## src/rtl/dcache_fill_fsm.sv

```systemverilog
// D-cache miss fill responder: on a MEM-stage miss it streams the whole block from main memory
// into the data array, then writes the tag. Optional miss counter behind DCACHE_MISS_CNT_EN.
module dcache_fill_fsm #(
    parameter int unsigned ADDR_W          = 16,
    parameter int unsigned WORDS_PER_BLOCK = 8,
    parameter int unsigned OFF_W           = 4
) (
    input  logic              clk,
    input  logic              rst,
    input  logic              miss_detected,
    input  logic [ADDR_W-1:0] miss_address,
    input  logic              memory_data_valid,
    output logic              cache_stall_n,
    output logic              fsm_busy,
    output logic              mem_rd_en,
    output logic [ADDR_W-1:0] memory_address,
    output logic              write_data_array,
    output logic [ADDR_W-1:0] fill_address,
    output logic              write_tag_array
`ifdef DCACHE_MISS_CNT_EN
    ,
    output logic [15:0]       miss_count
`endif
);

    localparam int unsigned CNT_W = $clog2(WORDS_PER_BLOCK) + 1;
    localparam int unsigned IDX_W = CNT_W - 1;

    localparam logic [0:0] S_IDLE = 1'b0;
    localparam logic [0:0] S_FILL = 1'b1;

    localparam logic [CNT_W-1:0]  WPB      = CNT_W'(WORDS_PER_BLOCK);
    localparam logic [CNT_W-1:0]  LAST_RSP = CNT_W'(WORDS_PER_BLOCK - 1);
    localparam logic [ADDR_W-1:0] OFF_MASK = ADDR_W'((1 << OFF_W) - 1);

    logic [0:0]        state_q,   state_d;
    logic [ADDR_W-1:0] base_q,    base_d;
    logic [CNT_W-1:0]  req_cnt_q, req_cnt_d;
    logic [CNT_W-1:0]  rsp_cnt_q, rsp_cnt_d;

    always_ff @(posedge clk) begin
        if (rst) begin
            state_q   <= S_IDLE;
            base_q    <= '0;
            req_cnt_q <= '0;
            rsp_cnt_q <= '0;
        end else begin
            state_q   <= state_d;
            base_q    <= base_d;
            req_cnt_q <= req_cnt_d;
            rsp_cnt_q <= rsp_cnt_d;
        end
    end

    // Word offsets are OR-ed into the aligned base so addresses never carry out of the block.
    always_comb begin
        state_d          = state_q;
        base_d           = base_q;
        req_cnt_d        = req_cnt_q;
        rsp_cnt_d        = rsp_cnt_q;
        fsm_busy         = 1'b0;
        mem_rd_en        = 1'b0;
        memory_address   = '0;
        write_data_array = 1'b0;
        fill_address     = '0;
        write_tag_array  = 1'b0;

        case (state_q)
            S_IDLE: begin
                if (miss_detected) begin
                    state_d   = S_FILL;
                    base_d    = miss_address & ~OFF_MASK;
                    req_cnt_d = '0;
                    rsp_cnt_d = '0;
                end
            end
            S_FILL: begin
                fsm_busy = 1'b1;
                if (req_cnt_q < WPB) begin
                    mem_rd_en      = 1'b1;
                    memory_address = base_q | ADDR_W'({req_cnt_q[IDX_W-1:0], 1'b0});
                    req_cnt_d      = req_cnt_q + CNT_W'(1);
                end
                if (memory_data_valid) begin
                    write_data_array = 1'b1;
                    fill_address     = base_q | ADDR_W'({rsp_cnt_q[IDX_W-1:0], 1'b0});
                    rsp_cnt_d        = rsp_cnt_q + CNT_W'(1);
                    if (rsp_cnt_q == LAST_RSP) begin
                        write_tag_array = 1'b1;
                        state_d         = S_IDLE;
                    end
                end
            end
            default: state_d = S_IDLE;
        endcase

        cache_stall_n = ~(fsm_busy | ((state_q == S_IDLE) & miss_detected));
    end

`ifdef DCACHE_MISS_CNT_EN
    logic [15:0] miss_cnt_q, miss_cnt_d;
    logic        miss_accept;

    assign miss_accept = (state_q == S_IDLE) & miss_detected;

    // Saturating count of accepted misses.
    always_comb begin
        miss_cnt_d = miss_cnt_q;
        if (miss_accept && (miss_cnt_q != 16'hFFFF)) begin
            miss_cnt_d = miss_cnt_q + 16'd1;
        end
    end

    always_ff @(posedge clk) begin
        if (rst) begin
            miss_cnt_q <= '0;
        end else begin
            miss_cnt_q <= miss_cnt_d;
        end
    end

    assign miss_count = miss_cnt_q;
`endif

endmodule

```

## config.mk

```make
export PLATFORM = sky130hd
export DESIGN_NAME = dcache_fill_fsm
export DESIGN_NICKNAME = d
export VERILOG_FILES = /design/src/rtl/dcache_fill_fsm.sv
export SDC_FILE = /design/constraint.sdc
export NUM_CORES = 1
export LEC_CHECK = 0
export ABC_AREA = 0
export ABC_CLOCK_PERIOD_IN_PS = 1120
export CORE_UTILIZATION = 38
export CTS_CLUSTER_DIAMETER = 150
export DETAILED_ROUTE_END_ITERATION = 12
export GPL_ROUTABILITY_DRIVEN = 1
export MAX_ROUTING_LAYER = met4
export PLACE_DENSITY = 0.79
export SETUP_SLACK_MARGIN = 0.3
export SYNTH_ARGS = -nofsm -noshare
export SYNTH_HDL_FRONTEND = slang
export SYNTH_SLANG_ARGS = --single-unit
```

## constraint.sdc

```tcl
create_clock -name clk -period 1.12 [get_ports clk]
set_input_delay 0.168 -clock clk [delete_from_list [all_inputs] [get_ports clk]]
set_output_delay 0.168 -clock clk [all_outputs]
set_load 0.005 [all_outputs]
```

==> results of run 1 <==
-- cell usage after synthesis --
cell type / n / area share, %
nor3b_1: 2 / 1.4
nand4_1: 1 / 0.60
nand2_1: 28 / 10
and3_1: 15 / 9.0
conb_1: 1 / 0.36
nand2b_1: 4 / 2.4
clkbuf_1: 4 / 1.4
nor2_1: 2 / 0.72
buf_2: 2 / 0.96
mux2_2: 1 / 1.1
a21oi_1: 17 / 8.2
nand3_1: 6 / 2.9
buf_4: 5 / 3.6
and2_1: 15 / 9.0
nor3_1: 3 / 1.4
inv_1: 2 / 0.72
nor2b_1: 1 / 0.60
dfxtp_1: 21 / 40
ha_1: 2 / 2.4
nand3b_1: 1 / 0.72
xor2_1: 2 / 1.7
-- repair_timing --
item	in CTS	in global routing
setup endpoints to repair	56	56
cloned	6	0
pin swaps	17	7
resized for setup	182	48
buffers inserted	13	9
-- worst max-delay path: cells and delay by family, from the launching register on --
family                 cells  cell delay (ps)
buffers and inverters      2              670
DFF                        1              430
-- per-stage QoR --
stage	hold slack [ps]	setup slack, ps	area [um^2]	total power [mW]
4_1_cts	390	-438	1960	1.64
2_1_floorplan	304	109	1070	0.957
3_3_place_gp	446	-584	1710	1.13
5_1_grt	400	-497	2220	1.85
6_report	389	-468	2220	1.79
3_5_place_dp	457	-580	1710	1.14
-- flip-flops by register name, indices dropped and copies added, names as in the netlist --
register	cells
base_q	12
rsp_cnt_q	4
req_cnt_q	4
state_q	1
-- worst min-delay path by stage --
stage | endpoint | startpoint | slack [ps]
after global routing | base_q[5] | miss_address[5] | 400
after CTS | base_q[4] | miss_address[4] | 390
after global placement | req_cnt_q[3] | req_cnt_q[3] | 450
final | base_q[4] | miss_address[4] | 390
after floorplan | base_q[10] | miss_address[10] | 300
after detailed placement | base_q[15] | base_q[15] | 460
-- power by group --
group | switching [mW] | total (mW) | internal, mW
registers | 0.0338 | 0.812 | 0.779
logic | 0.258 | 0.584 | 0.326
clock network | 0.258 | 0.392 | 0.134
total | 0.550 | 1.79 | 1.24
-- per-layer routing --
metal | GRT usage [%] | vias to the layer above
met2 | 56.5 | 79
met1 | 36.8 | 676
met3 | 6.39 | 19
met5 | - | -
met4 | 12.8 | 0
li1 | - | 635
-- logic make-up after synthesis --
family / Yosys count / share of synthesized area, %
AND/OR/NAND/NOR: 78 / 39.0
flip-flops: 21 / 40.5
AO/OA/AOI/OAI: 17 / 8.19
buffers and inverters: 13 / 6.75
adder cells (fa/ha/maj): 2 / 2.41
XOR/XNOR: 2 / 1.69
other: 1 / 0.361
multiplexers: 1 / 1.08
-- cell type report --
type	instances	share of cell area [%]
repair buffers	99	42.2
multi-input cells	102	33.9
flip-flops and latches	21	19.4
well taps	30	1.69
clock buffers	3	1.01
repair inverters	3	0.958
inverters	2	0.564
clock inverters	1	0.225
==> impl_metrics.yaml, run 1 <==
status:
  run_status: "finished with violations"
  violations: "setup timing"
synth:
  avgSynthCellArea_um2: 7.69
  synth_area_um2: 1040
  syn_inst: 135
  ys_ff_latch: 21
  ys_warn_count: 0
  ys_seq_area_share_pct: 40.5
  synth_cell_types: 21
sta:
  fmaxAchievable_ghz: 0.630
  rsz0062_at_grt: "yes"
  hold_violations: 0
  final.setup.tns_ps: -19000
  setup_violations: 55
  fin_crit_ps: 1590
  finalWorstSetupSlack_ps: -468
  fin_worst_skew_ps: 7.87
  report.final.slew_viol_count: 0
  timing.final.crit_share_pct: 142
power:
  p_leak_nw: 1.02
  max-vdd-ir-drop_uv: 1010
  powerDensity_nw_per_um2: 806
layout:
  finalCoreUtilization_pct: 88.0
  area_growth_pct: 114
  nets: 254
  register_area_um2: 430
  fill_cells: 121
  layout_common_cells: "buf_6 (38), buf_4 (26), nand2_1 (22)"
  layout-drive-gt1-share_pct: 61.9
  stdcell_count: 261
  multi_input_area_um2: 753
  antenna_cells: 0
  final_common_cell: "buf_6"
cts:
  cts_made_buffers: 3
  clk_latency_ps: 320
  h-tree-depth: 1
  cts_buffer_depth: 2
  clk_pin_slew_ps: 120
  clock-root-buffer: "clkbuf_4"
  clock_sinks: 21
  cts_hold_buf: 0
  tritoncts: "done"
setup_path:
  cp_slowest_cell: "clkdlybuf4s50_1"
  reg2reg_slack_ps: -390
  slowest_delay_ps: 510
  cp.arrival_ps: 1420
  end_kind: "output port"
  reg2reg_from: "state_q"
  crit_type: "flop to output port"
  setup.worst_path.end: "fsm_busy"
  crit_chain: "buf_4 -> clkdlybuf4s50_1"
  startpoint_type: "flop"
  startpoint: "state_q"
  cp.required_ps: 950
  ff2ff_path_depth: 7
  r2r-end: "base_q[8]"
  critPathMaxFanout: 6
floorplanning:
  pin_count: 57
  fp-row-count: 18
  die_area_um2: 2950
  dieWidth_um: 54.3
  die-height_um: 54.3
  core_area_um2: 2520
  start_util_pct: 41.2
global_routing:
  grt_max_degree: 16
  grt_pass1_vias: 1390
  overflow: 0
  grt_use_total_pct: 32.7
  antenna_found_initial: 0
  grt_pass1_wl_mm: 6.56
job:
  drv_cap: 0
drt:
  remaining_drc_errors: 0
  viasPerCell: 5.40
  dr.pass1.iters: 4
  met3_wirelength_um: 413
  wl_met1_mm: 2.09
  routed-via-count: 1409
  drt-total-wl_mm: 5.29
  ant_nets: 0
  drt-wirelength-per-cell_um: 20.3
  drtIter0Drc: 58
  top_layer: "met4"
  wl_met2_mm: 2.61
placement:
  place_congestion: 0.762
  portBuffers: 50
  placedCellCount: 229
  hpwl_mm: 2.27
min_path:
  min_path_cells: 3
  hold_class: "input pin to flop"
No activity file was read; power rests on OpenSTA's default activity.
==> run 2: changes to the inputs <==
CTS_CLUSTER_SIZE = 14   (was not set)
==> results of run 2 <==
Final layout, timing and power as in run 1 (identical DEF).
==> run 3: changes to the inputs <==
CORE_UTILIZATION = 39   (was 38)
CTS_BUF_LIST = sky130_fd_sc_hd__clkbuf_4   (was not set)
PLACE_DENSITY = 0.81   (was 0.79)
==> impl_metrics.yaml, run 3 <==
status:
  run_status: "did not finish"
  lastStage: "global routing (5_1_grt)"
  stop_error: "[ERROR DPL-0033] detailed placement checks failed during check placement."
floorplanning:
  pin_count: 57
  fp-row-count: 18
  dieWidth_um: 53.6
  die-height_um: 53.6
  start_util_pct: 41.5
global_routing:
  grt_max_degree: 13
  antenna_found_initial: 0
synth:
  synthTopCellsByCount: "nand2_1 (28), dfxtp_1 (21), a21oi_1 (17)"
  ys_seq_area_share_pct: 40.5
  synth-edff-count: 0
  syn_inst: 135
  netlist_top_cells_area: "dfxtp_1 (40%), nand2_1 (10%), and2_1 (9.0%), and3_1 (9.0%), a21oi_1 (8.2%)"
  synth_area_um2: 1040
  synth_most_common_cell: "nand2_1"
  async_reset_ff_share_pct: 0
  synth_top_area_share_pct: 40.5
  yosys.area.top_type: "dfxtp_1"
  synth_cell_types: 21
  ys_ff_latch: 21
  synth_flop_cell: "dfxtp_1"
  ys_warn_count: 0
  avgSynthCellArea_um2: 7.69
placement:
  place_area_um2: 1720
  portBuffers: 50
  hpwl_mm: 2.17
  place_congestion: 0.754
sta:
  worst_path_end_type: "primary output"
  crit_endpoint: "memory_address[3]"
cts:
  cts_made_buffers: 3
  h-tree-depth: 1
  cts_buffer_depth: 2
  clock_sinks: 21
  clock-root-buffer: "clkbuf_4"
## run 3: cell counts after synthesis
Identical to the previous run, type by type.
## run 3: per-stage QoR
stage	util [%]	setup TNS, ps	instances	setup WS, ps	hold WS (ps)
2_1_floorplan	-	0	136	109	304
3_3_place_gp	68.7	-19060	228	-550	446
3_5_place_dp	68.7	-20250	228	-563	457
4_1_cts	83.4	-11230	253	-414	397
## run 3: logic make-up after synthesis
kind of cell	synth area share, %
AO/OA/AOI/OAI	8.19
XOR/XNOR	1.69
adder cells (fa/ha/maj)	2.41
buffers and inverters	6.75
flip-flops	40.5
multiplexers	1.08
other	0.361
AND/OR/NAND/NOR	39.0
## run 3: what timing repair did
action,CTS
setup buffers,16
hold buffers,0
endpoints found under the setup margin,56
gates cloned,5
pin swaps,22
hold endpoints to repair,0
resized for setup,199
==> run 4: changes to the inputs <==
CORE_UTILIZATION = 25   (was 39)
CTS_BUF_LIST = not set   (was sky130_fd_sc_hd__clkbuf_4)
CTS_CLUSTER_DIAMETER = not set   (was 150)
CTS_CLUSTER_SIZE = not set   (was 14)
MAX_ROUTING_LAYER = not set   (was met4)
PLACE_DENSITY = not set   (was 0.81)
PLACE_DENSITY_LB_ADDON = 0.15   (was not set)
SETUP_SLACK_MARGIN = not set   (was 0.3)
==> impl_metrics.yaml, run 4 (synthesis gave the netlist of run 1 again) <==
drt:
  drtIter0Drc: 21
  dr.pass1.iters: 4
  viasPerCell: 4.57
  remaining_drc_errors: 0
  drt-wirelength-per-cell_um: 14.0
  routed-via-count: 1203
  ant_nets: 0
  drt-total-wl_mm: 3.67
placement:
  hpwl_mm: 2.23
  place_congestion: 0.761
  preCtsSetupSlack_ps: -648
  portBuffers: 50
layout:
  layout-drive-gt1-share_pct: 52.6
  antenna_cells: 0
  final_common_cell: "buf_6"
  area_growth_pct: 96.3
  fill_cells: 369
  nets: 236
  layout_common_cells: "buf_6 (31), nand2_1 (27), buf_4 (21)"
  largest_register_ffs: 12
  reg_top3: "base_q (12), req_cnt_q (4), rsp_cnt_q (4)"
  largest_register: "base_q"
status:
  violations: "setup timing"
  run_status: "finished with violations"
global_routing:
  grt_use_total_pct: 17.5
  grt_max_degree: 18
  antenna_found_initial: 0
  grt_pass1_wl_mm: 5.69
  grt_pass1_vias: 1160
  overflow: 0
sta:
  hold_violations: 0
  rsz0062_at_grt: "yes"
  fin_hold_ws_ps: 458
  fin_worst_skew_ps: 9.79
  setup_violations: 54
  timing.final.crit_share_pct: 129
  finalWorstSetupSlack_ps: -325
  fmaxAchievable_ghz: 0.692
  report.final.slew_viol_count: 0
  fin_crit_ps: 1450
setup_path:
  crit_family: "buffers and inverters"
  end_kind: "output port"
  crit_type: "flop to output port"
  cp.required_ps: 950
  critPathBufInv: 4
  reg2reg_slack_ps: -180
  cp_slowest_cell: "dfxtp_2"
  critPathMaxFanout: 5
  crit_chain: "nand2b_4 -> inv_4 -> buf_6 -> buf_6 -> and2_4 -> buf_6"
  startpoint_type: "flop"
  cp.arrival_ps: 1280
  cpMostUsedCell: "buf_6"
  slowest_delay_ps: 350
power:
  powerDensity_nw_per_um2: 851
  p_leak_nw: 0.934
  max-vdd-ir-drop_uv: 400
cts:
  clk_latency_ps: 260
  clk_pin_slew_ps: 80
  clock_sinks: 21
  cts_hold_buf: 0
  tritoncts: "done"
  cts_buffer_depth: 2
  clock-root-buffer: "clkbuf_8"
  cts_made_buffers: 3
  h-tree-depth: 1
floorplanning:
  die_area_um2: 4420
  die-height_um: 66.5
  start_util_pct: 26.0
  pin_count: 57
  dieWidth_um: 66.5
  core_area_um2: 4000
  fp-row-count: 23
min_path:
  hold_class: "input pin to flop"
job:
  drv_cap: 0
==> run 4: final cells by class <==
class                      count  area [um^2]  area share, %
clock buffer                   4         45.0           2.21
inverter                       2         10.0          0.491
multi-input combinational    102          723           35.5
sequential                    21          428           21.0
tap                           50         62.6           3.07
timing repair buffer          84          769           37.8
==> run 4: where the power goes <==
part | switching [mW] | total, mW | internal, mW | leakage (nW)
clock | 0.238 | 0.490 | 0.253 | 0.0228
combinational | 0.188 | 0.437 | 0.249 | 0.738
sequential | 0.0271 | 0.807 | 0.780 | 0.174
==> run 4: worst reg2reg max path: cells and delay by family, from the launching register on <==
kind / cells / cell delay (ps)
mux: 1 / 300
simple gates: 2 / 270
buf+inv: 2 / 230
flops: 1 / 390
==> run 4: worst paths after layout <==
path | cells after the start | startpoint | end
worst min register to register | 2 | base_q[8] | base_q[8]
worst min-delay path | 3 | miss_address[14] | base_q[14]
worst max-delay path | 6 | req_cnt_q[3] | memory_address[12]
worst max register to register | 5 | state_q | rsp_cnt_q[3]
==> run 4: layer usage <==
metal	global-route usage (%)	vias to the layer above	part of all wire, %
met5	0	-	0
met4	5.59	0	1.1
met3	2.74	4	2.7
met2	31.0	20	53
met1	21.4	581	44
li1	-	598	-
==> run 4: what timing repair did <==
action / 4_1_cts / 5_1_grt
setup buffers: 8 / 5
pin swaps: 20 / 2
setup endpoints to repair: 53 / 56
resized for setup: 214 / 9
gates cloned: 4 / 0
==> run 4: metrics by stage <==
step           cell area [um^2]  utilization, %  TNS, ps  power, mW  cells
4_1_cts                    2030            50.8    -7690       1.75    262
6_report                   2040            51.0    -8550       1.73    263
3_3_place_gp               1710            42.8   -20130       1.13    246
3_5_place_dp               1710            42.8   -20630       1.14    246
5_1_grt                    2040            51.0   -11310       1.82    263
2_1_floorplan              1040               -        0      0.945    136
